===== config.mk =====
export PLATFORM = sky130hd
export DESIGN_NAME = trem_mod_sequencer
export DESIGN_NICKNAME = d
export VERILOG_FILES = /design/src/rtl/trem_mod_sequencer.sv
export SDC_FILE = /design/constraint.sdc
export NUM_CORES = 1
export LEC_CHECK = 0
export BUFFER_PORTS_ARGS = -buffer_cell sky130_fd_sc_hd__buf_2
export CORE_MARGIN = 4
export CORE_UTILIZATION = 44
export DETAILED_ROUTE_END_ITERATION = 10
export HOLD_SLACK_MARGIN = 0.1
export PLACE_DENSITY = 0.79
export SYNTH_ARGS = -nofsm -noshare
export SYNTH_HDL_FRONTEND = slang
export SYNTH_SLANG_ARGS = --single-unit

===== constraint.sdc =====
create_clock -name CLK -period 2.6 [get_ports CLK]
set_input_delay 0.26 -clock CLK [delete_from_list [all_inputs] [get_ports CLK]]
set_output_delay 0.26 -clock CLK [all_outputs]
set_load 0.01 [all_outputs]

===== src/rtl/trem_mod_sequencer.sv =====
// rtl/trem_mod_sequencer.sv - tremolo LFO and shared-multiplier gain sequencer; TREM_STEREO_EN enables the right channel
module trem_mod_sequencer #(
    parameter int DATA_WIDTH  = 32,
    parameter int TRI_W       = 8,
    parameter int UPPER_LIMIT = 30,
    parameter int DIVIDER     = 500000
) (
    input  logic                        CLK,
    input  logic                        rst,
    input  logic                        en,
    input  logic                        audio_ready,
    input  logic [DATA_WIDTH-1:0]       x_l,
    input  logic [DATA_WIDTH-1:0]       x_r,
    output logic                        mul_req,
    output logic [DATA_WIDTH-1:0]       mul_a,
    output logic [TRI_W:0]              mul_b,
    input  logic                        mul_ack,
    input  logic [DATA_WIDTH+TRI_W:0]   mul_p,
    output logic [DATA_WIDTH-1:0]       y_l,
    output logic [DATA_WIDTH-1:0]       y_r,
    output logic                        y_valid,
    output logic                        indicator,
    output logic                        busy,
    output logic                        overrun
);

    localparam int              DIV_W    = (DIVIDER > 1) ? $clog2(DIVIDER) : 1;
    localparam logic [DIV_W-1:0] DIV_LAST = DIV_W'(DIVIDER - 1);
    localparam logic [TRI_W-1:0] TRI_PEAK = TRI_W'(UPPER_LIMIT);
    localparam logic [TRI_W-1:0] GAIN_MAX = '1;

    typedef enum logic [1:0] {
        IDLE  = 2'd0,
        REQ_L = 2'd1,
        REQ_R = 2'd2,
        DONE  = 2'd3
    } state_t;

    state_t                  state;
    state_t                  state_nxt;
    logic [DIV_W-1:0]        div_cnt;
    logic [TRI_W-1:0]        tri_val;
    logic                    dir_up;
    logic                    step_up;
    logic                    audio_ready_d;
    logic                    accept;
    logic [DATA_WIDTH-1:0]   xl_q;
    logic [TRI_W-1:0]        gain_q;
    logic [DATA_WIDTH-1:0]   prod_scaled;
    logic                    unused_bits;
`ifdef TREM_STEREO_EN
    logic [DATA_WIDTH-1:0]   xr_q;
`endif

    assign accept      = audio_ready & ~audio_ready_d;
    // direction for the next step: reverse at the peak going up and at zero going down
    assign step_up     = dir_up ? (tri_val != TRI_PEAK) : (tri_val == '0);
    // dropping the low TRI_W bits of a two's-complement product is a floor divide
    assign prod_scaled = mul_p[DATA_WIDTH+TRI_W-1:TRI_W];
    assign busy        = (state != IDLE);

    // LFO: rate divider plus up/down triangle, parked at zero while bypassed
    always_ff @(posedge CLK or negedge rst) begin
        if (!rst) begin
            div_cnt <= '0;
            tri_val <= '0;
            dir_up  <= 1'b1;
        end else if (!en) begin
            div_cnt <= '0;
            tri_val <= '0;
            dir_up  <= 1'b1;
        end else if (div_cnt == DIV_LAST) begin
            div_cnt <= '0;
            dir_up  <= step_up;
            tri_val <= step_up ? tri_val + 1'b1 : tri_val - 1'b1;
        end else begin
            div_cnt <= div_cnt + 1'b1;
        end
    end

    // LED phase indicator: set at the peak, cleared at zero, held in between
    always_ff @(posedge CLK or negedge rst) begin
        if (!rst) begin
            indicator <= 1'b0;
        end else if (tri_val == TRI_PEAK) begin
            indicator <= 1'b1;
        end else if (tri_val == '0) begin
            indicator <= 1'b0;
        end
    end

    // strobe edge detect and sticky record of samples dropped while busy
    always_ff @(posedge CLK or negedge rst) begin
        if (!rst) begin
            audio_ready_d <= 1'b0;
            overrun       <= 1'b0;
        end else begin
            audio_ready_d <= audio_ready;
            if (accept && (state != IDLE)) begin
                overrun <= 1'b1;
            end
        end
    end

    // sample/gain capture and left result register
    always_ff @(posedge CLK or negedge rst) begin
        if (!rst) begin
            xl_q   <= '0;
            gain_q <= '0;
            y_l    <= '0;
        end else begin
            if ((state == IDLE) && accept) begin
                xl_q   <= x_l;
                gain_q <= GAIN_MAX - tri_val;
                if (!en) begin
                    y_l <= x_l;
                end
            end
            if ((state == REQ_L) && mul_ack) begin
                y_l <= prod_scaled;
            end
        end
    end

`ifdef TREM_STEREO_EN
    // right channel capture and result register
    always_ff @(posedge CLK or negedge rst) begin
        if (!rst) begin
            xr_q <= '0;
            y_r  <= '0;
        end else begin
            if ((state == IDLE) && accept) begin
                xr_q <= x_r;
                if (!en) begin
                    y_r <= x_r;
                end
            end
            if ((state == REQ_R) && mul_ack) begin
                y_r <= prod_scaled;
            end
        end
    end

    assign unused_bits = ^{mul_p[DATA_WIDTH+TRI_W], mul_p[TRI_W-1:0]};
`else
    assign y_r         = '0;
    assign unused_bits = ^{mul_p[DATA_WIDTH+TRI_W], mul_p[TRI_W-1:0], x_r};
`endif

    // sequencer state register; reset aborts any request in flight
    always_ff @(posedge CLK or negedge rst) begin
        if (!rst) begin
            state <= IDLE;
        end else begin
            state <= state_nxt;
        end
    end

    // next state and multiplier/valid outputs; operands are held stable while requesting
    always_comb begin
        state_nxt = state;
        mul_req   = 1'b0;
        mul_a     = '0;
        mul_b     = '0;
        y_valid   = 1'b0;
        case (state)
            IDLE: begin
                if (accept) begin
                    state_nxt = en ? REQ_L : DONE;
                end
            end
            REQ_L: begin
                mul_req = 1'b1;
                mul_a   = xl_q;
                mul_b   = {1'b0, gain_q};
                if (mul_ack) begin
`ifdef TREM_STEREO_EN
                    state_nxt = REQ_R;
`else
                    state_nxt = DONE;
`endif
                end
            end
`ifdef TREM_STEREO_EN
            REQ_R: begin
                mul_req = 1'b1;
                mul_a   = xr_q;
                mul_b   = {1'b0, gain_q};
                if (mul_ack) begin
                    state_nxt = DONE;
                end
            end
`endif
            DONE: begin
                y_valid   = 1'b1;
                state_nxt = IDLE;
            end
            default: begin
                state_nxt = IDLE;
            end
        endcase
    end

endmodule

==> implementation parameters <==
Parameter                              Value

Logic synthesis
  Synthesized netlist cell count    578
  Post-synthesis area per instance    9.198 um2
  Area fraction in and, or, nand and nor cells after synthesis    25.51%
  Synth warn    0
  Most instantiated library cell after synthesis    nand2_1
  Most frequently used flop master after synthesis    dfrtp_1
  Adder-cell share of the synthesized area    0.4707%
  Synth top area share    48.95%
  Complex-gate fraction of the synthesized area    6.731%
  Main combinational cell family by area after synthesis    simple AND/OR/NAND/NOR gates
  Number of distinct library cells after synthesis    50
  Multiplexer share of the synthesized area    6.872%
  Synth cell count leaders    nand2_1, dfrtp_1, nor2_1
  Post-synth EDFFs    0
  Synth area leader    dfrtp_1
  Async set-reset flop share out of synthesis    100.0%
  Synthesis-stage register bit count    105
  XOR/XNOR Fraction of Synth Area    3.295%
  Share of the yosys chip area belonging to registers    49.45%
  Main area contributors after synthesis    dfrtp_1, nand2_1, mux2i_1
  Netlist Area Pre-Place    5316 um2

Worst setup path
  Logic depth of the worst path, buffers included    9
  Critical path cell sequence    or4_4 > nor4_4 > or2_4 > xnor2_1 > ha_2 > nor2_1 > a211oi_1 > nor4_1 > o21a_1
  Type of the worst setup path    reg -> reg
  Critical-path top delay cell    or4_4
  Buffers plus inverters on the worst setup path    0
  Data required time at the worst endpoint    2.82 ns
  Critical Path Fanout Max    5
  Data arrival, critical path    2.76 ns
  Startpoint kind of the worst setup timing path    register
  Largest delay contributor family on the critical path    simple AND/OR/NAND/NOR gates
  Crit end category    register
  Worst-case reg-to-reg path depth    9
  Crit path largest cell delay    0.56 ns

Floorplan
  Area of the die    13,910 um2
  Chip Width    117.9 um
  Starting density of the core    45.78%
  Die span in y    117.9 um
  Area of the core region    11,610 um2
  Cell row count    39
  Io pins    220

Finish
  Share of layout cells above drive strength 1    27.52%
  Post-route design area    6518 um2
  Post-layout util    56.12%
  Number of nets in the layout    842
  Area Overhead vs Synth    22.59%
  Final antenna diode count    0
  Number of inserted filler cells in the final layout    1,019

STA
  Final number of setup-violating endpoints    0
  Final Hold Vio Count    0
  Final hold slack    0.1302 ns
  Max-slew violation total from the final report    0
  Max Freq    393.8 MHz
  RSZ-0062 raised after global routing    true
  Relative slew slack    49.87%
  Slew @ Worst Pin    0.7462 ns
  Min Clock Period, post-route    2.539 ns
  Final clock skew    0.009534 ns
  Final cycle utilization of the critical path    97.66%

Pwr
  Sequential share of power    42.2%
  Lkg Pwr    3.466 nW
  Net Switching    0.002160 W
  Net switching fraction of the power    36.53%
  Power share of the clock group    20.9%
  Power per standard cell area    907.3 nW/um2
  IR drop worst, VDD    0.4161 mV
  Internal Dissipation    0.003753 W
  Gate power share    36.9%

Clocking
  Clk Latency, worst-skew pair    0.34 ns
  Reg clk slew, reported paths    0.07 ns
  Number of H-tree levels    3
  CTS tree    built
  Clock Root Buffer    clkbuf_16
  Max clock buf depth    2
  Clock net sink count    105
  Number of buffers inserted during clock tree synthesis    9

Placement
  Final estimated routing congestion in global placement    0.9374
  Detailed placer's ending HPWL    10.04 mm
  Port Buffer Count    145
  Post-Place Cell Area    6190 um2

Global routing
  Pin count of the biggest net entering global routing    54
  Number of global-route vias before repair    4,435
  Antenna violations before repair    0
  Global-route wire length before repair    22.75 mm
  Total GRT Usage    19.61%
  Remaining global-route overflow    0

Routing
  Per-cell via count in the routed design    5.046
  Routed wire length per instance    15.36 um
  Initial DRC Count    417
  Detailed-router iteration count before antenna repair    4
  Number of DRC violations after detailed routing    0
  Number of routed nets with antenna violations    0
  Via count of the routed design    4,425
  Total wirelength of the detailed-routed design    13.48 mm

Status
  Run status    complete, no violations

Min path
  Worst hold path cell count    3
  Hold Path Class    in -> reg

Flow run
  Max-cap check violation count    0
tightest hold or removal path, delay by kind of cell:
family,cells,cell delay (ns)
buffers and inverters,1,0.09
and+or+nand+nor,2,0.08
kinds of logic after synthesis:
kind of cell	count (synthesis)
compound gates	63
simple gates	281
fa+ha+maj	2
xor+xnor	20
flops	105
mux	36
other cells	1
buf+inv	70
sequential cells by signal (all words and copies together), names as in the netlist, 2 cells and up:
| name | cells |
|---|---|
| xl_q | 32 |
| y_l | 32 |
| div_cnt | 19 |
| gain_q | 8 |
| tri_val | 8 |
| state | 2 |
per-stage QoR:
stage / setup TNS (ns) / setup slack [ns] / total power [W] / std cells
2_1_floorplan: 0 / 0.1053 / 0.003822 / 610
3_3_place_gp: 0 / 0.05945 / 0.004626 / 858
3_5_place_dp: 0 / 0.03945 / 0.004719 / 858
4_1_cts: 0 / 0.02088 / 0.005964 / 875
5_1_grt: -0.04010 / -0.03034 / 0.006345 / 877
6_report: 0 / 0.06075 / 0.005913 / 877
timing repair:
item / CTS / global route
gates resized for setup: 0 / 6
hold buffers: 2 / 0
endpoints found under the setup margin: 0 / 3
hold endpoints to repair: 28 / 0
setup buffers: 0 / 2
path summary, 6_finish.rpt:
path	startpoint	end	slack [ns]
max	tri_val[1]	tri_val[6]	0.06
min	x_l[19]	xl_q[19]	0.13
max reg2reg	tri_val[1]	tri_val[6]	0.06
min reg2reg	xl_q[12]	xl_q[12]	0.47
max in group asynchronous	rst	dir_up	1.51
min in group asynchronous	rst	y_l[17]	0.38
power by group through the flow:
stage / Clock (W) / Sequential (W) / Combinational [W]
6_report: 0.00124 / 0.00249 / 0.00218
5_1_grt: 0.00132 / 0.00257 / 0.00245
4_1_cts: 0.00126 / 0.00250 / 0.00221
3_5_place_dp: 0 / 0.00253 / 0.00219
3_3_place_gp: 0 / 0.00249 / 0.00213
2_1_floorplan: 0 / 0.00258 / 0.00124
final cells by class:
type / instances / area [um2] / share of cell area, %
Timing Repair Buffer: 174 / 975.9 / 14.97
Multi-Input combinational cell: 435 / 2452 / 37.63
Clock buffer: 11 / 232.7 / 3.571
Sequential cell: 105 / 2629 / 40.33
Inverter: 5 / 18.77 / 0.2880
Clock inverter: 4 / 30.03 / 0.4607
Tap cell: 143 / 178.9 / 2.745
layer usage:
layer / vias to the layer above / GRT usage [%] / part of all wire (%)
li1: 2154 / - / -
met1: 2119 / 25.80 / 44
met5: - / 0 / 0
met3: 6 / 3.748 / 6.2
met4: 0 / 5.788 / 0.50
met2: 146 / 32.99 / 49
cells in the final DEF (no fill, tap or decap), drive strengths merged, types with 2 or more instances in the layout:
cell and count:
and2 44, a21oi 37, nand4 6, nand4b 2, xor2 13, nand2b 4, xnor2 7, inv 6
nand2 119, or4 6, buf 172, nand3 10, or4bb 2, and3 4, o21ai 14, o21a 3
conb 33, clkinv 2, nor3 4, dfrtp 104, dlygate4sd3 2, or3 4, nor4 7, ha 2
and4 5, nor2 60, mux2i 35, clkbuf 11
Power figures use the tool's default switching activity.
